$ cat src/rtl/rcs_serial_4_pkg.sv
// Shared definitions for the bit-serial subtractor: FSM state type and default width.
package rcs_serial_4_pkg;

    parameter int DEFAULT_WIDTH = 4;

    typedef enum logic [1:0] {
        IDLE  = 2'd0,
        SHIFT = 2'd1,
        DONE  = 2'd2
    } state_t;

endpackage

$ cat src/rtl/rcs_serial_4_if.sv
// Operand/result handshake bundle for the bit-serial subtractor.
// The master drives operands and result acceptance; the slave is the subtractor.
interface rcs_serial_4_if
    import rcs_serial_4_pkg::*;
#(
    parameter int WIDTH = DEFAULT_WIDTH
);
    logic             in_valid;
    logic             in_ready;
    logic [WIDTH-1:0] A;
    logic [WIDTH-1:0] B;
    logic             Bin;
    logic             out_valid;
    logic             out_ready;
    logic [WIDTH-1:0] diff;
    logic             bout;

    modport master (
        output in_valid, A, B, Bin, out_ready,
        input  in_ready, out_valid, diff, bout
    );

    modport slave (
        input  in_valid, A, B, Bin, out_ready,
        output in_ready, out_valid, diff, bout
    );

endinterface

$ cat src/rtl/rcs_serial_4_full_subtractor1.sv
// Single-bit full subtractor: d = a - b - bin, with borrow-out.
// Combinational mirror of the full_adder1 cell.
module full_subtractor1 (
    input  logic a,
    input  logic b,
    input  logic bin,
    output logic d,
    output logic bout
);

    assign d    = a ^ b ^ bin;
    assign bout = (~a & b) | (~a & bin) | (b & bin);

endmodule

$ cat src/rtl/rcs_serial_4.sv
// Bit-serial subtractor: D = A - B - Bin computed LSB first, one bit per clock,
// through a single full-subtractor cell and a registered borrow.
// Valid/ready handshakes on both sides; one operation in flight at a time.
module rcs_serial_4
    import rcs_serial_4_pkg::*;
#(
    parameter int WIDTH = DEFAULT_WIDTH
) (
    input  logic              clk,
    input  logic              rst_n,
    rcs_serial_4_if.slave     bus
);

    localparam int                CNT_W    = $clog2(WIDTH);
    localparam logic [CNT_W-1:0]  CNT_LAST = CNT_W'(WIDTH - 1);

    state_t             state;
    state_t             state_next;
    logic [WIDTH-1:0]   a_sh;
    logic [WIDTH-1:0]   b_sh;
    logic [WIDTH-1:0]   diff_sh;
    logic               brw;
    logic [CNT_W-1:0]   cnt;
    logic               d_bit;
    logic               brw_bit;
    logic               in_ready_c;
    logic               out_valid_c;

    full_subtractor1 u_fs (
        .a    (a_sh[0]),
        .b    (b_sh[0]),
        .bin  (brw),
        .d    (d_bit),
        .bout (brw_bit)
    );

    // State register; reset abandons any in-flight operation.
    always_ff @(posedge clk) begin
        if (!rst_n) begin
            state <= IDLE;
        end else begin
            state <= state_next;
        end
    end

    // Next-state and handshake outputs derived from the current state.
    always_comb begin
        state_next  = state;
        in_ready_c  = 1'b0;
        out_valid_c = 1'b0;
        case (state)
            IDLE: begin
                in_ready_c = 1'b1;
                if (bus.in_valid) begin
                    state_next = SHIFT;
                end
            end
            SHIFT: begin
                if (cnt == CNT_LAST) begin
                    state_next = DONE;
                end
            end
            DONE: begin
                out_valid_c = 1'b1;
                if (bus.out_ready) begin
                    state_next = IDLE;
                end
            end
            default: begin
                state_next = IDLE;
            end
        endcase
    end

    // Datapath: capture operands in IDLE, then shift one bit per cycle in SHIFT.
    always_ff @(posedge clk) begin
        if (!rst_n) begin
            a_sh    <= '0;
            b_sh    <= '0;
            diff_sh <= '0;
            brw     <= 1'b0;
            cnt     <= '0;
        end else begin
            case (state)
                IDLE: begin
                    if (bus.in_valid) begin
                        a_sh <= bus.A;
                        b_sh <= bus.B;
                        brw  <= bus.Bin;
                        cnt  <= '0;
                    end
                end
                SHIFT: begin
                    a_sh    <= a_sh >> 1;
                    b_sh    <= b_sh >> 1;
                    diff_sh <= {d_bit, diff_sh[WIDTH-1:1]};
                    brw     <= brw_bit;
                    if (cnt != CNT_LAST) begin
                        cnt <= cnt + 1'b1;
                    end
                end
                default: begin
                end
            endcase
        end
    end

    assign bus.in_ready  = in_ready_c;
    assign bus.out_valid = out_valid_c;
    assign bus.diff      = diff_sh;
    assign bus.bout      = brw;

endmodule

$ cat src/flat_wrapper.sv
// flat-port wrapper written by rule: the top's interface ports become plain ports
module rcs_serial_4_flat import rcs_serial_4_pkg::*;
#(
    parameter int WIDTH = DEFAULT_WIDTH
)
  (clk, rst_n, bus_in_valid, bus_A, bus_B, bus_Bin, bus_out_ready, bus_in_ready, bus_out_valid, bus_diff, bus_bout);
  rcs_serial_4_if #(.WIDTH(WIDTH)) bus_i ();
  input  logic clk;
  input  logic rst_n;
  input wire logic [$bits(bus_i.in_valid)-1:0] bus_in_valid;
  input wire logic [$bits(bus_i.A)-1:0] bus_A;
  input wire logic [$bits(bus_i.B)-1:0] bus_B;
  input wire logic [$bits(bus_i.Bin)-1:0] bus_Bin;
  input wire logic [$bits(bus_i.out_ready)-1:0] bus_out_ready;
  output wire logic [$bits(bus_i.in_ready)-1:0] bus_in_ready;
  output wire logic [$bits(bus_i.out_valid)-1:0] bus_out_valid;
  output wire logic [$bits(bus_i.diff)-1:0] bus_diff;
  output wire logic [$bits(bus_i.bout)-1:0] bus_bout;
  assign bus_i.in_valid = bus_in_valid;
  assign bus_i.A = bus_A;
  assign bus_i.B = bus_B;
  assign bus_i.Bin = bus_Bin;
  assign bus_i.out_ready = bus_out_ready;
  assign bus_in_ready = bus_i.in_ready;
  assign bus_out_valid = bus_i.out_valid;
  assign bus_diff = bus_i.diff;
  assign bus_bout = bus_i.bout;
  rcs_serial_4 #(.WIDTH(WIDTH)) u_core (.clk(clk), .rst_n(rst_n), .bus(bus_i));
endmodule
$ cat config.mk
export PLATFORM = sky130hd
export DESIGN_NAME = rcs_serial_4_flat
export DESIGN_NICKNAME = d
export VERILOG_FILES = /design/src/rtl/rcs_serial_4_pkg.sv /design/src/rtl/rcs_serial_4_if.sv /design/src/rtl/rcs_serial_4_full_subtractor1.sv /design/src/rtl/rcs_serial_4.sv /design/src/flat_wrapper.sv
export SDC_FILE = /design/constraint.sdc
export NUM_CORES = 1
export LEC_CHECK = 0
export ABC_AREA = 1
export CORE_MARGIN = 2
export CORE_UTILIZATION = 50
export CTS_BUF_LIST = sky130_fd_sc_hd__clkbuf_2 sky130_fd_sc_hd__clkbuf_4 sky130_fd_sc_hd__clkbuf_8
export DETAILED_ROUTE_END_ITERATION = 16
export PLACE_DENSITY = 0.85
export SYNTH_ARGS = -nofsm -noshare
export SYNTH_HDL_FRONTEND = slang
export SYNTH_SLANG_ARGS = --single-unit
$ cat constraint.sdc
create_clock -name clk -period 1.23 [get_ports clk]
set_input_delay 0.246 -clock clk [delete_from_list [all_inputs] [get_ports clk]]
set_output_delay 0.246 -clock clk [all_outputs]
set_load 0.05 [all_outputs]
==> impl_metrics.yaml <==
job:
  maxCapViolations: 0
floorplanning:
  ioPinCount: 20
  start_util_pct: 54.27
  die_area_um2: 1995
  rows: 14
  core_um2: 1524
  die_height_um: 44.67
  die_w_um: 44.67
sta:
  rsz0062_at_grt: "yes"
  finClkSkew_ns: 0.005356
  finalCritPeriodShare_pct: 105.6
  worst_slack_ns: -0.06907
  hold_viol_final: 0
  slew_headroom_pct: 83.87
  fmax_mhz: 769.8
  final-max-slew-violation-count: 0
  period_minus_slack_ns: 1.299
  fin_worst_hold_slack_ns: 0.4776
  worst_slew_pin_slew_ns: 0.2411
  finalSetupViolations: 2
placement:
  hpwl_mm: 1.255
  place.gp.congestion: 0.8128
  portBuffers: 19
global_routing:
  grt_pass1_vias: 751
  grt_antenna_before_repair: 0
  grt.overflow.total: 0
  groute.usage.overall_pct: 21.69
  grt_max_degree: 17
  grt_pass1_wl_mm: 3.208
worst_setup_path:
  cp-end-kind: "output port"
  critPathSlowestCell: "dfxtp_4"
  crit_path_start_kind: "flip-flop"
  rr_endpoint: "u_core.b_sh[0]"
  path_cells: "buf_6 -> nor2_4 -> buf_12"
  rr_worst_depth: 5
  critical-path-top-delay-family: "flip-flops"
  regToRegSetupSlack_ns: 0.12
  critPathMaxFanout: 3
  worstSetupPathType: "flip-flop to output port"
  arrival_ns: 1.05
  crit_required_ns: 0.98
  max_stage_delay_ns: 0.36
  path_buf_inv: 2
  rr_startpoint: "u_core.state[1]"
logic_synthesis:
  yosysTopAreaCellShare_pct: 41.15
  yosysSeqAreaShare_pct: 41.15
  synth.most_common_cell: "nand2_1"
  yosysWarnings: 0
  synth_area_per_cell_um2: 6.724
  synth_nets: 138
  netlist_area_um2: 827.0
  netlist_top_cells_area: "dfxtp_1, nand2_1, nor2_1"
  synth-edff-count: 0
  ys_ff_latch: 17
  synth.top_cells.by_count: "nand2_1, nor2_1, dfxtp_1"
  synthArstFlopShare_pct: 0
  ys_types: 17
  yosysTopAreaCell: "dfxtp_1"
  syn-instance-count: 123
  ys.flop_type: "dfxtp_1"
outcome:
  status: "complete, but fails checks"
  violations: "setup timing"
cts:
  clock_path_buffers: 2
  cts_made_buffers: 3
  hold_buffers: 0
  worstSkewPairLatency_ns: 0.28
  clkTransAtPathRegs_ns: 0.10
  cts_tree: "yes"
  cts_max_level: 1
  cts-root-buf: "clkbuf_4"
  numClockSinks: 17
detailed_routing:
  vias_per_cell: 5.042
  drc: 0
  dr.pass1.iters: 4
  drt-total-wl_mm: 1.885
  drtIter0Drc: 22
  ant_nets: 0
  avgRoutedWirePerCell_um: 11.42
  vias: 832
final_layout:
  diodes: 0
  syn_to_final_growth_pct: 46.60
  nNetsFinal: 165
  drive_above_1_share_pct: 18.12
  post-route-util_pct: 79.56
power:
  p_leak_uw: 0.0005676
  peakVddDrop_uv: 674.9
  finalPower_uw: 1336
  cellPowerDensity_nw_per_um2: 1102
hold_path:
  min_from: "u_core.b_sh[3]"
  worstHoldPathType: "flip-flop to flip-flop"
  holdPathStages: 2
  hold-path-endpoint: "u_core.b_sh[3]"
==> routing by layer <==
metal / routed length [um] / track usage [%] / part of all wire (%) / up-vias
li1: - / - / - / 424
met1: 762 / 25.06 / 40 / 361
met2: 966 / 39.13 / 51 / 39
met3: 116 / 4.490 / 6.2 / 8
met4: 39 / 7.273 / 2.1 / 0
met5: 0 / 0 / 0 / -
==> flip-flops by register name (all words and copies together) (netlist names) <==
register / cells
u_core.a_sh: 4
u_core.bus.diff: 4
u_core.state: 2
u_core.b_sh: 4
u_core.cnt: 2
u_core.bus.bout: 1
==> worst max path at each step <==
stage / from / end / slack (ns) / cells after the start
floorplan: u_core.bus.bout / u_core.bus.bout / 0.08 / 5
global placement: bus_in_valid / u_core.b_sh[3] / -0.06 / 5
detailed placement: bus_in_valid / u_core.b_sh[0] / -0.09 / 6
CTS: u_core.state[0] / bus_out_valid / -0.05 / 3
global route: u_core.state[0] / bus_out_valid / -0.11 / 3
finish: u_core.state[0] / bus_out_valid / -0.07 / 3
==> logic make-up (layout without fill, tap and decap cells) <==
| logic type | Yosys count | count (layout) | share of synthesized area, % |
|---|---|---|---|
| buffers and inverters | 19 | 45 | 11.35 |
| AO/OA/AOI/OAI | 14 | 14 | 9.833 |
| AND/OR/NAND/NOR | 71 | 71 | 33.74 |
| adder cells (fa/ha/maj) | 2 | 2 | 3.933 |
| flip-flops | 17 | 17 | 41.15 |
==> worst register-to-register path, cell delays in order, from the launching register on <==
cell and delay, ns:
dfxtp_4 0.39, inv_4 0.10, nand2_2 0.17, o21ai_0 0.26
nor2_1 0.06, nor2_1 0.08
==> cell type report <==
class	count	area (um^2)
multi-input combinational	87	412.9
fill	108	311.5
sequential	17	349.1
tap	16	20.02
timing repair buffer	26	341.6
clock buffer	4	30.03
inverter	15	58.81
==> metrics by stage <==
step / instances / TNS [ns] / setup WS (ns) / instance area (um^2)
floorplan: 123 / 0 / 0.07605 / 843.3
global placement: 157 / -0.5134 / -0.06160 / 1134
detailed placement: 157 / -0.6528 / -0.08802 / 1134
CTS: 164 / -0.08845 / -0.04819 / 1200
global route: 165 / -0.2001 / -0.1135 / 1212
finish: 165 / -0.1108 / -0.06907 / 1212
==> repair_timing <==
action	in CTS	in global routing
pin swaps	2	1
cloned	0	0
setup endpoints to repair	2	7
gates resized for setup	6	1
buffers inserted	3	1
==> cell usage in the layout (no fill, tap or decap), drive strengths merged <==
| master | instances |
|---|---|
| nand2 | 40 |
| inv | 15 |
| o21ai | 9 |
| nand3 | 3 |
| clkdlybuf4s50 | 12 |
| clkbuf | 4 |
| a21oi | 5 |
| nor2 | 27 |
| nand3b | 1 |
| ha | 1 |
| fa | 1 |
| buf | 14 |
| dfxtp | 17 |
==> report_power, final <==
| part | switching [uW] | internal (uW) |
|---|---|---|
| Combinational | 204 | 188 |
| Clock | 171 | 148 |
| Sequential | 31.2 | 593 |
| Total | 407 | 929 |
Note: power is estimated with default switching activity, not from simulation.
